### config.mk
export PLATFORM = sky130hd
export DESIGN_NAME = pipe_stall_ctrl
export DESIGN_NICKNAME = d
export VERILOG_FILES = /design/src/rtl/pipe_stall_ctrl_pkg.sv /design/src/rtl/scu_div_timer.sv /design/src/rtl/pipe_stall_ctrl.sv
export SDC_FILE = /design/constraint.sdc
export NUM_CORES = 1
export LEC_CHECK = 0
export BUFFER_PORTS_ARGS = -buffer_cell sky130_fd_sc_hd__buf_2
export CORE_MARGIN = 5
export CORE_UTILIZATION = 33
export CTS_BUF_LIST = sky130_fd_sc_hd__clkbuf_8 sky130_fd_sc_hd__clkbuf_16
export CTS_CLUSTER_SIZE = 8
export DETAILED_ROUTE_END_ITERATION = 12
export PLACE_DENSITY = 0.93
export REMOVE_ABC_BUFFERS = 1
export SYNTH_ARGS = -nofsm -noshare
export SYNTH_HDL_FRONTEND = slang
export SYNTH_SLANG_ARGS = --single-unit
### constraint.sdc
create_clock -name cpu_clk_50M -period 2.6 [get_ports cpu_clk_50M]
set_input_delay 0.52 -clock cpu_clk_50M [delete_from_list [all_inputs] [get_ports cpu_clk_50M]]
set_output_delay 0.52 -clock cpu_clk_50M [all_outputs]
set_load 0.1 [all_outputs]
### src/rtl/pipe_stall_ctrl_pkg.sv
// Shared definitions for the pipeline stall/flush scheduler: stall encodings,
// exception redirect defaults and the divide sequencer state type.
package pipe_ctrl_pkg;

    localparam logic [3:0] STALL_NONE = 4'b0000;
    localparam logic [3:0] STALL_ID   = 4'b0111;
    localparam logic [3:0] STALL_EXE  = 4'b1111;

    localparam logic [4:0]  EXC_ERET_DEF   = 5'h0E;
    localparam logic [31:0] EXC_VECTOR_DEF = 32'h0000_0100;
    localparam int          DIV_CYCLES_DEF = 34;

    typedef enum logic {
        ST_IDLE     = 1'b0,
        ST_DIV_BUSY = 1'b1
    } div_state_e;

endpackage

### src/rtl/scu_div_timer.sv
// Divide sequencer: counts the stalled cycles of a multi-cycle DIV/DIVU in EXE
// and pulses div_done when the result is ready; abort drops the sequence.
module scu_div_timer
    import pipe_ctrl_pkg::*;
#(
    parameter int DIV_CYCLES = DIV_CYCLES_DEF
) (
    input  logic clk,
    input  logic rst_n,
    input  logic div_req,
    input  logic abort,
    output logic div_busy,
    output logic div_done,
    output logic div_stall
);

    localparam logic [5:0] CNT_LOAD = 6'(DIV_CYCLES - 1);

    div_state_e state_reg, state_next;
    logic [5:0] cnt_reg, cnt_next;
    logic       cnt_zero;

    assign cnt_zero  = (cnt_reg == 6'd0);
    assign div_busy  = (state_reg == ST_DIV_BUSY);
    assign div_done  = div_busy && cnt_zero && !abort;
    // The request cycle itself already stalls, so the total is DIV_CYCLES.
    assign div_stall = ((state_reg == ST_IDLE) && div_req) || (div_busy && !cnt_zero);

    always_comb begin
        state_next = state_reg;
        cnt_next   = cnt_reg;
        if (abort) begin
            state_next = ST_IDLE;
            cnt_next   = 6'd0;
        end else begin
            case (state_reg)
                ST_IDLE: begin
                    if (div_req) begin
                        state_next = ST_DIV_BUSY;
                        cnt_next   = CNT_LOAD;
                    end
                end
                ST_DIV_BUSY: begin
                    if (!cnt_zero) begin
                        cnt_next = cnt_reg - 6'd1;
                    end else begin
                        state_next = ST_IDLE;
                    end
                end
                default: begin
                    state_next = ST_IDLE;
                    cnt_next   = 6'd0;
                end
            endcase
        end
    end

    always_ff @(posedge clk or negedge rst_n) begin
        if (!rst_n) begin
            state_reg <= ST_IDLE;
            cnt_reg   <= 6'd0;
        end else begin
            state_reg <= state_next;
            cnt_reg   <= cnt_next;
        end
    end

endmodule

### src/rtl/pipe_stall_ctrl.sv
// Central stall/flush scheduler for the five-stage pipeline.
// Optional performance counters are built only when PIPE_STALL_PERF_EN is defined.
module pipe_stall_ctrl
    import pipe_ctrl_pkg::*;
#(
    parameter int          DIV_CYCLES = DIV_CYCLES_DEF,
    parameter logic [31:0] EXC_VECTOR = EXC_VECTOR_DEF,
    parameter logic [4:0]  EXC_ERET   = EXC_ERET_DEF
) (
    input  logic        cpu_clk_50M,
    input  logic        cpu_rst_n,
    input  logic        stallreq_id,
    input  logic        div_req,
    input  logic        exc_req,
    input  logic [4:0]  exc_code,
    input  logic [31:0] cp0_epc,
    output logic [3:0]  stall,
    output logic        flush,
    output logic [31:0] exc_newpc,
    output logic        div_busy,
    output logic        div_done,
    output logic [31:0] perf_stall_cycles,
    output logic [31:0] perf_flush_cnt
);

    logic div_stall;

    scu_div_timer #(
        .DIV_CYCLES(DIV_CYCLES)
    ) u_div_timer (
        .clk       (cpu_clk_50M),
        .rst_n     (cpu_rst_n),
        .div_req   (div_req),
        .abort     (exc_req),
        .div_busy  (div_busy),
        .div_done  (div_done),
        .div_stall (div_stall)
    );

    // An exception flush wins over every stall so the two never coincide.
    always_comb begin
        stall = STALL_NONE;
        if (exc_req) begin
            stall = STALL_NONE;
        end else if (div_stall) begin
            stall = STALL_EXE;
        end else if (stallreq_id) begin
            stall = STALL_ID;
        end
    end

    assign flush     = exc_req;
    assign exc_newpc = !exc_req              ? 32'h0 :
                       (exc_code == EXC_ERET) ? cp0_epc : EXC_VECTOR;

`ifdef PIPE_STALL_PERF_EN
    logic [31:0] perf_stall_reg;
    logic [31:0] perf_flush_reg;

    always_ff @(posedge cpu_clk_50M or negedge cpu_rst_n) begin
        if (!cpu_rst_n) begin
            perf_stall_reg <= 32'h0;
            perf_flush_reg <= 32'h0;
        end else begin
            if (stall[0]) perf_stall_reg <= perf_stall_reg + 32'd1;
            if (flush)    perf_flush_reg <= perf_flush_reg + 32'd1;
        end
    end

    assign perf_stall_cycles = perf_stall_reg;
    assign perf_flush_cnt    = perf_flush_reg;
`else
    assign perf_stall_cycles = 32'h0;
    assign perf_flush_cnt    = 32'h0;
`endif

endmodule
Word level (Yosys, flattened, before mapping)
Index checks and enable logic that the tools add are counted.
{"block": "totals", "elab_cells": 29, "ff_bits": 7, "input_bits": 42, "out_inout_bits": 103}
{"block": "op_classes", "add_sub_neg": 1, "n_reduce_logical": 9, "n_eq_ne": 3, "mux": 13, "bitwise_logic": 1}
{"op": "32-bit 2-to-1 mux", "count": 2}
{"op": "6-bit 2-to-1 mux", "count": 3}
{"op": "6-bit case mux with 2 select lines", "count": 1}
{"op": "4-bit 2-to-1 mux", "count": 2}
{"op": "6-bit zero test", "count": 1}
{"op": "3-bit inequality test (second input constant)", "count": 2}
{"op": "6-bit by 1-bit subtractor with 6-bit output (second input constant)", "count": 1}
{"op": "5-bit by 4-bit == test with 1-bit output (second input constant)", "count": 1}
{"op": "1-bit logical AND", "count": 4}
{"op": "1-bit 2-to-1 mux", "count": 3}
{"op": "3-bit 2-to-1 mux", "count": 1}
{"op": "1-bit zero test", "count": 2}
{"op": "1-bit case mux with 2 select lines", "count": 1}
{"op": "2-bit AND reduction", "count": 1}
{"op": "1-bit logical OR", "count": 1}
{"op": "1-bit NOT", "count": 1}

Logic depth before layout (Yosys ltp)
Gate-level depths: netlist (run 1).
{"block": "depth", "word_depth": 6, "depth_mapped": 6, "mapped_depth_nobuf": 5}

Modules after synthesis
From an unflattened synthesis (run 1), not the netlist that was laid out.
{"block": "unflattened", "cells_unflattened": 196, "hier_area_um2": 1500.2}
{"mod": "pipe_stall_ctrl", "area_per_inst_um2": 1063.5, "seq_area_each_um2": 0.0, "cells_per_inst": 147, "n_inst": 1}
{"mod": "scu_div_timer", "area_per_inst_um2": 436.7, "seq_area_each_um2": 175.2, "cells_per_inst": 49, "n_inst": 1}

Worst setup path after synthesis (run 1)
No wires, ideal clock.
{"block": "synth_path", "kind": "reg-to-output", "from": "reg u_div_timer.state_reg, in the netlist u_div_timer.div_busy", "to": "out stall[1]", "setup_slack_ns": -1.398, "required_ns": 2.080, "arrival_ns": 3.478, "n_path_buf": 2, "stages_incl_launch_ff": 5, "cell_sequence": "dfrtp_1 clkbuf_1 o22ai_1 a21oi_1 buf_4"}
{"block": "synth_via", "elab_chain_len": 5, "word_cells_on_any_way": 6, "classes_between": "mux: 2; bitwise: 1; reduce/logical: 3"}
{"item": "start: declaration", "line_no": "scu_div_timer.sv:19", "rtl": "div_state_e state_reg, state_next;"}
{"item": "start signal: assignment", "line_no": "scu_div_timer.sv:63", "rtl": "state_reg <= state_next;"}
{"item": "1-bit NOT", "line_no": "scu_div_timer.sv:27", "rtl": "assign div_stall = ((state_reg == ST_IDLE) && div_req) || (div_busy && !cnt_zero);"}
{"item": "1-bit logical AND", "line_no": "scu_div_timer.sv:27"}
{"item": "1-bit logical OR *", "line_no": "scu_div_timer.sv:27"}
{"item": "4-bit 2-to-1 mux *", "line_no": "pipe_stall_ctrl.sv:45", "rtl": "end else if (div_stall) begin"}
{"item": "4-bit 2-to-1 mux *", "line_no": "pipe_stall_ctrl.sv:43", "rtl": "if (exc_req) begin"}
{"item": "end: declaration", "line_no": "pipe_stall_ctrl.sv:17", "rtl": "output logic [3:0] stall,"}
Every way passes the cells marked *; elsewhere a longest branch is shown, timed or not.

Worst setup path after layout (run 1)
{"block": "layout_path", "from": "reg u_div_timer.cnt_reg[1]", "to": "out stall[2]"}
{"block": "layout_via", "elab_chain_len": 6}
{"item": "start: declaration", "line_no": "scu_div_timer.sv:20", "rtl": "logic [5:0] cnt_reg, cnt_next;"}
{"item": "start signal: assignment", "line_no": "scu_div_timer.sv:64", "rtl": "cnt_reg <= cnt_next;"}
{"item": "6-bit zero test", "line_no": "scu_div_timer.sv:23", "rtl": "assign cnt_zero = (cnt_reg == 6'd0);"}
{"item": "1-bit zero test", "line_no": "scu_div_timer.sv:27"}
{"item": "1-bit logical AND", "line_no": "scu_div_timer.sv:27"}
{"item": "1-bit logical OR", "line_no": "scu_div_timer.sv:27"}
{"item": "4-bit 2-to-1 mux", "line_no": "pipe_stall_ctrl.sv:45"}
{"item": "4-bit 2-to-1 mux", "line_no": "pipe_stall_ctrl.sv:43"}
Every way passes these cells.

==> reports/results.txt, run 1 <==
Status = finished, final reports clean
Most used DFF post-synth = dfrtp_1
Post-synthesis cell area = 1192 um^2
Core Footprint = 3416 um^2
Routed WL per cell = 12.69 um
Clock-pin slew on the worst setup and hold paths = 40 ps
First-pass DRT Iterations = 4
Drt via density = 3.842
Clock Skew = 6.900 ps
PortBufs = 80
Final wirelength = 3528 um
Post-route antenna net violation count = 0
Fill cells = 269
IO Pins = 145
Clk_lat worst skew = 220 ps
Pwr/cell area = 490.3 nW/um^2
RSZ-0062 raised after global routing = yes
CP Max Fanout = 7
Area Growth Syn to Fin = 58.97%
Asr flop ratio synth = 100.0%
Warnings from Yosys = 0
Setup Crit Path Kind = reg2out
Slew HR = 62.45%
Hold Fails Final Rpt = 0
Die Y-Extent = 70.11 um
Total track usage = 12.89%
CTS Buffer Depth = 2
CTS Sinks = 7
Period utilisation layout = 97.25%
FP Rows = 21
Worst-Margin Slew = 555.4 ps
Chip width = 70.11 um
N_diodes = 0
Clk root buf = clkbuf_8
Global-route wire length before repair = 5216 um
Most used routing layer = met2
Hold WS = 122.4 ps
Vias in the first global route = 1062
Grt ovf = 0
Antenna violations before repair = 0
GP Congestion = 0.9660
Post-CTS Setup Repair Bufs = 0
Die area = 4915 um^2
Post-synth EDFFs = 0
Final setup violation count = 0
Final #Nets = 277
Avg Synthesized Cell Area = 7.644 um^2
Cts bufs inserted = 3
DRT iter0 DRCs = 62
Place WS = 189.8 ps
HP Class = in2async
Most common cell after layout, fill and taps aside = conb_1
Cell area after layout = 1896 um^2
CP Capture Type = output pin
Initial Utilization = 34.91%
Sequential share of the synthesized area = 14.69%
HPWL after detailed placement = 3274 um
Largest net degree at the start of global routing = 31
Grt met3 use = 5.739%
Max Freq = 395.5 MHz
DRC violations left = 0
Slew Viols, Final = 0
CTS tree = built
Seq cells post-synth = 7
Final worst setup slack = 71.63 ps
Sum of negative setup slack = 0 ps
H-tree lvl count = 1
Max reg flops = 6
CP Launch Type = flip-flop
Cells after Synth = 156
Final core occ = 55.49%
Met2 usage = 25.50%
Worst Path Required = 2080 ps
P_leak = 0.9779 nW
Post-Place Cell Area = 1844 um^2
Synth cell types = 30
MaxCap Viol Count = 0
Most frequent cells in the layout = conb_1, buf_2, and2_1
Vias = 1068
Worst EP arrival = 2010 ps
Met1 GRT Util = 11.92%
VDD IR max = 0.5266 mV
Min Clock Period, post-route = 2528 ps
Proportion of layout cells with a drive suffix above 1 = 38.79%
-- per-stage QoR --
stage | power [mW] | cells
finish | 0.9295 | 278
global route | 0.9625 | 278
CTS | 0.9277 | 278
detailed placement | 0.7764 | 274
global placement | 0.7680 | 274
floorplan | 0.6886 | 145
-- timing repair --
| action | in CTS | in global routing |
|---|---|---|
| resized for setup | 1 | 0 |
| setup endpoints to repair | 3 | 3 |
| hold buffers | 0 | 0 |
| pin swaps | 0 | 0 |
-- critical path: stages, from the launching register on --
cell,delay (ps)
dfrtp_1,390
inv_1,100
ha_1,200
nand2b_1,230
o22ai_2,160
a21oi_1,230
buf_2,460
-- cells by family after synthesis --
kind of cell | Yosys count | share of synthesized area (%)
and+or+nand+nor | 51 | 26.86
DFF | 7 | 14.69
AOI/OAI and AO/OA | 15 | 9.234
adders and majority gates | 2 | 2.098
other | 1 | 0.3145
buffers and inverters | 80 | 46.80
-- Yosys cell counts, drive strengths merged, types with 2 or more instances --
cell type   n  share of area, %
buf        70                44
inv         6               1.9
ha          2               2.1
clkbuf      4               1.3
a21oi       3               1.3
and2       32                17
dfrtp       7                15
a31oi       3               1.6
nand2b      3               1.6
nor2        5               1.6
nor3        2              0.84
nor4b       2               1.5
-- where the power goes --
part / internal, mW / leakage, nW / switching [mW] / total [mW]
clock: 0.102 / 0.0269 / 0.0453 / 0.147
combinational: 0.0801 / 0.858 / 0.571 / 0.651
sequential: 0.120 / 0.0927 / 0.0106 / 0.131
-- per-layer routing --
metal	up-vias	part of all wire, %
met5	-	0
met4	0	0.54
met3	2	11
met2	69	59
met1	477	29
li1	520	-
-- path summary, 6_finish.rpt --
check	start	to	slack, ps	cells after the start
max	u_div_timer.cnt_reg[1]	stall[2]	70	6
min	cpu_rst_n	u_div_timer.cnt_reg[5]	120	1
max reg2reg	u_div_timer.cnt_reg[2]	u_div_timer.cnt_reg[0]	900	3
min reg2reg	u_div_timer.cnt_reg[5]	u_div_timer.cnt_reg[5]	580	2
max in group asynchronous	cpu_rst_n	u_div_timer.cnt_reg[4]	2310	1
min in group cpu_clk_50M	u_div_timer.cnt_reg[5]	u_div_timer.cnt_reg[5]	580	2
-- final cells by class --
| type | count | area [um^2] | area share, % |
|---|---|---|---|
| clock inverters | 1 | 3.754 | 0.1980 |
| inverters | 6 | 22.52 | 1.188 |
| repair buffers | 83 | 888.4 | 46.86 |
| multi-input cells | 132 | 706.9 | 37.29 |
| well taps | 46 | 57.56 | 3.036 |
| clock buffers | 3 | 41.29 | 2.178 |
| flip-flops and latches | 7 | 175.2 | 9.241 |
Note: power is estimated with default switching activity, not from simulation.
==> run 2, diff against run 1 <==
CTS_CLUSTER_DIAMETER = 100   (was default)
RECOVER_POWER = 50   (was default)
==> run 2 against run 1 <==
Compared with the run above:
- setup slack got worse by 2.2 ps
- critical path depth stayed put
- global-route usage is the same
- total power shrank 0.12%
- critical endpoint unchanged
- largest cell class unchanged
- largest power group unchanged
- highest routed layer unchanged
==> reports/results.txt, run 2 (synthesized netlist as in run 1, its figures left out) <==
FP Rows = 21 (unchanged)
CP Max Fanout = 7 (unchanged)
Largest net degree at the start of global routing = 31 (unchanged)
Cts bufs inserted = 3 (unchanged)
Clk_lat worst skew = 220 ps (about the same)
CTS Buffer Depth = 2 (unchanged)
Sequential Area = 175.2 um^2 (unchanged)
Buffers and inverters on the worst path = 2 (unchanged)
Slew Viols, Final = 0 (unchanged)
Post-CTS Setup Repair Bufs = 0 (unchanged)
Vias in the first global route = 1062 (unchanged)
Critical path's largest stage delay = 460 ps (about the same)
CP max-delay cell = buf_2
Proportion of layout cells with a drive suffix above 1 = 37.07% (-1.7 points)
Worst-Margin Slew = 1172 ps (+616.8 ps)
CP Capture Type = output pin
Hold buffer count at CTS = 0 (unchanged)
Clock Skew = 6.882 ps (-0.01794 ps)
Grt ovf = 0 (unchanged)
P_leak = 0.9583 nW (-2.0%)
Slew HR = 22.19% (-40 points)
Final setup violation count = 0 (unchanged)
First-pass DRT Iterations = 4 (unchanged)
DRT iter0 DRCs = 58 (-6.5%)
HP Class = in2async
Die Y-Extent = 70.11 um (unchanged)
Antenna violations before repair = 0 (unchanged)
PortBufs = 80 (unchanged)
GP Congestion = 0.9660 (unchanged)
Chip width = 70.11 um (unchanged)
Drt via density = 3.853 (+0.28%)
Area Growth Syn to Fin = 58.34%
Total track usage = 12.89% (unchanged)
CTS Sinks = 7 (unchanged)
Global-route wire length before repair = 5216 um (unchanged)
Period utilisation layout = 97.33% (about the same)
CTS tree = built
Routed WL per cell = 12.68 um (-0.11%)
DRC violations left = 0 (unchanged)
Initial Utilization = 34.91% (unchanged)
Final core occ = 55.27% (-0.22 points)
Max Freq = 395.2 MHz (about the same)
Clock-pin slew on the worst setup and hold paths = 40 ps (about the same)
Worst Path Required = 2080 ps (about the same)
H-tree lvl count = 1 (unchanged)
Final #Nets = 277 (unchanged)
CP Launch Type = flip-flop
Final wirelength = 3524 um (-0.11%)
Post-route antenna net violation count = 0 (unchanged)
N_diodes = 0 (unchanged)
MaxCap Viol Count = 0 (unchanged)
HPWL after detailed placement = 3274 um (unchanged)
Delay-heaviest family, CP = buffers and inverters
VDD IR max = 0.5266 mV (about the same)
Hold Fails Final Rpt = 0 (unchanged)
IO Pins = 145 (unchanged)
Vias = 1071 (+0.28%)
Pwr/cell area = 491.7 nW/um^2 (+0.28%)
Area occupied by multi-input gates = 706.9 um^2 (unchanged)
Setup Crit Path Kind = reg2out
Max reg flops = 6 (unchanged)
Sum of negative setup slack = 0 ps (unchanged)
Most frequent cells in the layout = conb_1, buf_2, buf_12
Most common cell after layout, fill and taps aside = conb_1
Clk root buf = clkbuf_8
Fill cells = 271 (+0.74%)
CP cell instances = inv_1 -> ha_1 -> nand2b_1 -> o22ai_2 -> a21oi_1 -> buf_2
RSZ-0062 raised after global routing = yes
Worst EP arrival = 2010 ps (about the same)
Die area = 4915 um^2 (unchanged)
Core Footprint = 3416 um^2 (unchanged)
Status = finished, final reports clean
Min Clock Period, post-route = 2531 ps (+2.214 ps)
run 2: changes by cell type in the layout (fill, tap and decap cells not counted), sizes merged:
cell and change:
buf -6, clkbuf +6
run 2: worst reg2reg max path, delay by kind of cell, from the launching register on:
kind	cells	cell delay, ps
simple gates	2	970
flops	1	420
compound gates	1	230
run 2: power breakdown:
part / total (mW) / internal [mW] / switching [mW]
clock: 0.147 / 0.102 / 0.0452
sequential: 0.131 / 0.120 / 0.0105
combinational: 0.650 / 0.0787 / 0.572
total: 0.928 / 0.301 / 0.627
run 2: final timing paths:
path | from | endpoint | slack, ps | cells after the start
max in group asynchronous | cpu_rst_n | u_div_timer.cnt_reg[4] | 2120 | 1
setup reg to reg | u_div_timer.cnt_reg[2] | u_div_timer.cnt_reg[0] | 900 | 3
hold / removal | cpu_rst_n | u_div_timer.cnt_reg[5] | 190 | 1
setup / recovery | u_div_timer.cnt_reg[1] | stall[2] | 70 | 6
min in group cpu_clk_50M | u_div_timer.cnt_reg[5] | u_div_timer.cnt_reg[5] | 580 | 2
hold reg to reg | u_div_timer.cnt_reg[5] | u_div_timer.cnt_reg[5] | 580 | 2
run 2: routing by layer:
metal | up-vias | global-route usage, % | wire length, um
met3 | 2 | 5.739 | 420
met4 | 0 | 2.766 | 19
met5 | - | 0 | 0
met2 | 71 | 25.50 | 2073
li1 | 520 | - | -
met1 | 478 | 11.92 | 1010
run 2: layout make-up:
cell class / count / area share [%]
timing repair buffer: 83 / 46.65
clock inverter: 1 / 0.1988
inverter: 6 / 1.193
multi-input combinational: 132 / 37.44
sequential: 7 / 9.278
tap: 46 / 3.048
clock buffer: 3 / 2.187
run 2: timing repair:
action                     in CTS  in global routing
cloned                          0                  0
setup endpoints to repair       3                  3
resized for setup               1                  0
run 2: through the flow:
stage          worst slack (ps)  power [mW]  instance area [um^2]  cells  hold slack, ps
3_3_place_gp              233.6      0.7680                  1844    274           359.7
5_1_grt                  -24.77      0.9612                  1888    278           221.1
3_5_place_dp              189.8      0.7764                  1844    274           363.4
4_1_cts                   63.03      0.9277                  1896    278           126.0
2_1_floorplan             -3599      0.6886                 893.4    145           224.4
6_report                  69.42      0.9284                  1888    278           191.8
==> run 3, diff against run 2 <==
CORE_UTILIZATION = 37   (was 33)
PLACE_DENSITY = 0.94   (was 0.93)
SYNTH_HIERARCHICAL = 1   (was default)
==> run 3 against run 2 <==
Compared with the run above:
- combinational power rose by 17%
- die area rose by 10%
- hold slack got worse by 8.5 ps
- clock-buffer cell count did not move
- critical path depth rose by 1
- final cell count rose by 15%
- critical path type unchanged
- critical endpoint is now stall[3]
- largest power group unchanged
- highest routed layer unchanged
==> reports/results.txt, run 3 <==
Status = finished, final reports clean
R2r startpoint = u_div_timer/cnt_reg[0]
Adder-Cell Fraction of Synth Area = 1.668% (-0.43 points)
Avg Synthesized Cell Area = 7.654 um^2 (+0.14%)
PortBufs = 80 (unchanged)
N_diodes = 0 (unchanged)
Cells after Synth = 196 (+26%)
XOR/XNOR Fraction of Synth Area = 1.168% (+1.2 points)
Slew HR = 48.15% (+26 points)
GP Congestion = 0.9267 (-4.1%)
Vias in the first global route = 1311 (+23%)
Post-synthesis compound-gate area fraction = 7.423% (-1.8 points)
Reg2reg end = u_div_timer/cnt_reg[1]
DRT iter0 DRCs = 42 (-28%)
IO Pins = 145 (unchanged)
Seq cells post-synth = 7 (unchanged)
Final setup violation count = 0 (unchanged)
Min Clock Period, post-route = 2545 ps (+14.57 ps)
Proportion of layout cells with a drive suffix above 1 = 48.71% (+12 points)
CP Max Fanout = 3 (-4)
HP Class = in2async
Most common cell in the synthesized netlist = buf_4
Largest net degree at the start of global routing = 45 (+45%)
Core Footprint = 3971 um^2 (+16%)
Antenna violations before repair = 0 (unchanged)
Clk root buf = clkbuf_8
CTS Sinks = 7 (unchanged)
Cell area after layout = 2290 um^2 (+21%)
Clock Skew = 0.7072 ps (-6.175 ps)
Final wirelength = 4275 um (+21%)
Synth Area in Simple Gates = 36.45% (+9.6 points)
Placed cell count = 313 (+14%)
Most common cell after layout, fill and taps aside = conb_1
First-pass DRT Iterations = 4 (unchanged)
FP Rows = 23 (+9.5%)
HPWL after detailed placement = 3399 um (+3.8%)
Largest family of logic cells by synthesized area = buffers and inverters
Max reg flops = 6 (unchanged)
Hold Fails Final Rpt = 0 (unchanged)
CTS Buffer Depth = 2 (unchanged)
Routed WL per cell = 13.32 um (+5.1%)
Post-synthesis mux area share = 0% (unchanged)
Vias = 1404 (+31%)
Synth top area cells = buf_4, nor3_2, dfrtp_1
Synth top area share = 33.53% (-9.3 points)
Cts bufs inserted = 3 (unchanged)
Clk_lat worst skew = 230 ps (about the same)
Global-route wire length before repair = 5858 um (+12%)
Most used DFF post-synth = dfrtp_1
Warnings from Yosys = 6 (+6)
Slew Viols, Final = 0 (unchanged)
Clock-pin slew on the worst setup and hold paths = 40 ps (about the same)
Setup Crit Path Kind = reg2out
Worst Path Required = 2080 ps (about the same)
Commonest cells in the netlist = buf_4, nand2_1, nor3_2
Chip width = 73.68 um (+5.1%)
Most frequent cells in the layout = conb_1, buf_2, buf_12
H-tree lvl count = 1 (unchanged)
CTS tree = built
Sequential share of the synthesized area = 11.68% (-3.0 points)
Synth cell types = 36 (+20%)
DRC violations left = 0 (unchanged)
Die Y-Extent = 73.68 um (+5.1%)
P_leak = 1.054 nW (+10%)
Post-route antenna net violation count = 0 (unchanged)
Worst EP arrival = 2030 ps (+20 ps)
VDD IR max = 0.3378 mV (-36%)
Period utilisation layout = 97.89% (+0.56 points)
Max Freq = 392.9 MHz (-0.57%)
Final #Nets = 316 (+14%)
MaxCap Viol Count = 0 (unchanged)
Area Growth Syn to Fin = 52.63%
CP Launch Type = flip-flop
Reg2reg setup slack = 620 ps (-280 ps)
Post-Place Cell Area = 2131 um^2 (+16%)
Worst-case reg-to-reg path depth = 6 (+3)
Initial Utilization = 37.78% (+2.9 points)
Post-synthesis cell area = 1500 um^2 (+26%)
Pwr/cell area = 460.2 nW/um^2 (-6.4%)
Synth area leader = buf_4
Fin cells = 321 (+15%)
CP Capture Type = output pin
Asr flop ratio synth = 100.0% (unchanged)
Drt via density = 4.374 (+14%)
Post-synth EDFFs = 0 (unchanged)
Die area = 5428 um^2 (+10%)
Worst-Margin Slew = 777.7 ps (-394.5 ps)
Total track usage = 13.70% (+0.82 points)
Grt ovf = 0 (unchanged)
-- run 3: cell types whose count changed in the layout (fill, tap and decap cells not counted), moves of 3 or more --
cell / delta
clkbuf_1: -3
buf_4: +7
or4_1: +3
buf_12: +5
nand2_1: +32
nor3_2: +28
and2_0: -6
inv_2: +3
and2_1: -26
inv_1: -4
-- run 3: worst max path at each step --
stage	start	end	slack, ps	cells past startpoint
after detailed placement	u_div_timer/cnt_reg[1]	stall[2]	100	8
final	u_div_timer/cnt_reg[0]	stall[3]	50	7
after floorplan	u_div_timer/div_busy	stall[0]	-3060	4
after global routing	u_div_timer/cnt_reg[0]	stall[3]	-30	7
after CTS	u_div_timer/cnt_reg[1]	stall[2]	-30	8
after global placement	u_div_timer/cnt_reg[1]	stall[1]	180	8
-- run 3: where the power goes --
part	switching [mW]	internal, mW
logic	0.628	0.130
clock network	0.0506	0.102
registers	0.0213	0.122
-- run 3: logic make-up (layout without fill, tap and decap cells) --
kind of cell / after synthesis / in the layout
fa+ha+maj: 2 / 2
compound gates: 16 / 16
buf+inv: 86 / 98
flops: 7 / 7
xor+xnor: 2 / 2
simple gates: 82 / 82
other cells: 1 / 64
-- run 3: critical path, cell delays in order, from the launching register on --
cell and delay (ps):
dfrtp_1 400, inv_2 80, ha_1 160, or4b_4 490
o22ai_4 180, inv_2 80, nor2b_1 140, buf_4 270
-- run 3: layout make-up --
class | instances | area, um^2
Timing Repair Buffer | 89 | 1007
Inverter | 5 | 18.77
Fill cell | 324 | 1682
Clock buffer | 3 | 41.29
Clock inverter | 1 | 3.754
Multi-Input combinational cell | 166 | 980.9
Tap cell | 50 | 62.56
Sequential cell | 7 | 175.2
-- run 3: what timing repair did --
item | CTS | global route
pin swaps | 0 | 2
buffers inserted | 0 | 4
setup endpoints to repair | 5 | 5
hold buffers | 0 | 0
resized for setup | 6 | 18
-- run 3: through the flow --
step / utilization (%) / setup WS [ps] / power, mW / hold WS (ps) / TNS (ps)
2_1_floorplan: - / -3055 / 0.7289 / 224.4 / -35110
6_report: 57.66 / 54.85 / 1.054 / 183.3 / 0
3_3_place_gp: 53.65 / 176.0 / 0.8319 / 359.9 / 0
4_1_cts: 55.32 / -28.93 / 1.005 / 120.2 / -85.13
3_5_place_dp: 53.65 / 101.6 / 0.8438 / 363.1 / 0
5_1_grt: 57.66 / -27.87 / 1.088 / 209.6 / -67.64
-- run 3: routing by layer --
metal  up-vias  GRT usage (%)  wire, um
met5         -              0         0
met4         0          5.835        47
met3         6          5.335       506
met2        90          25.59      2402
met1       644          13.14      1319
li1        664              -         -
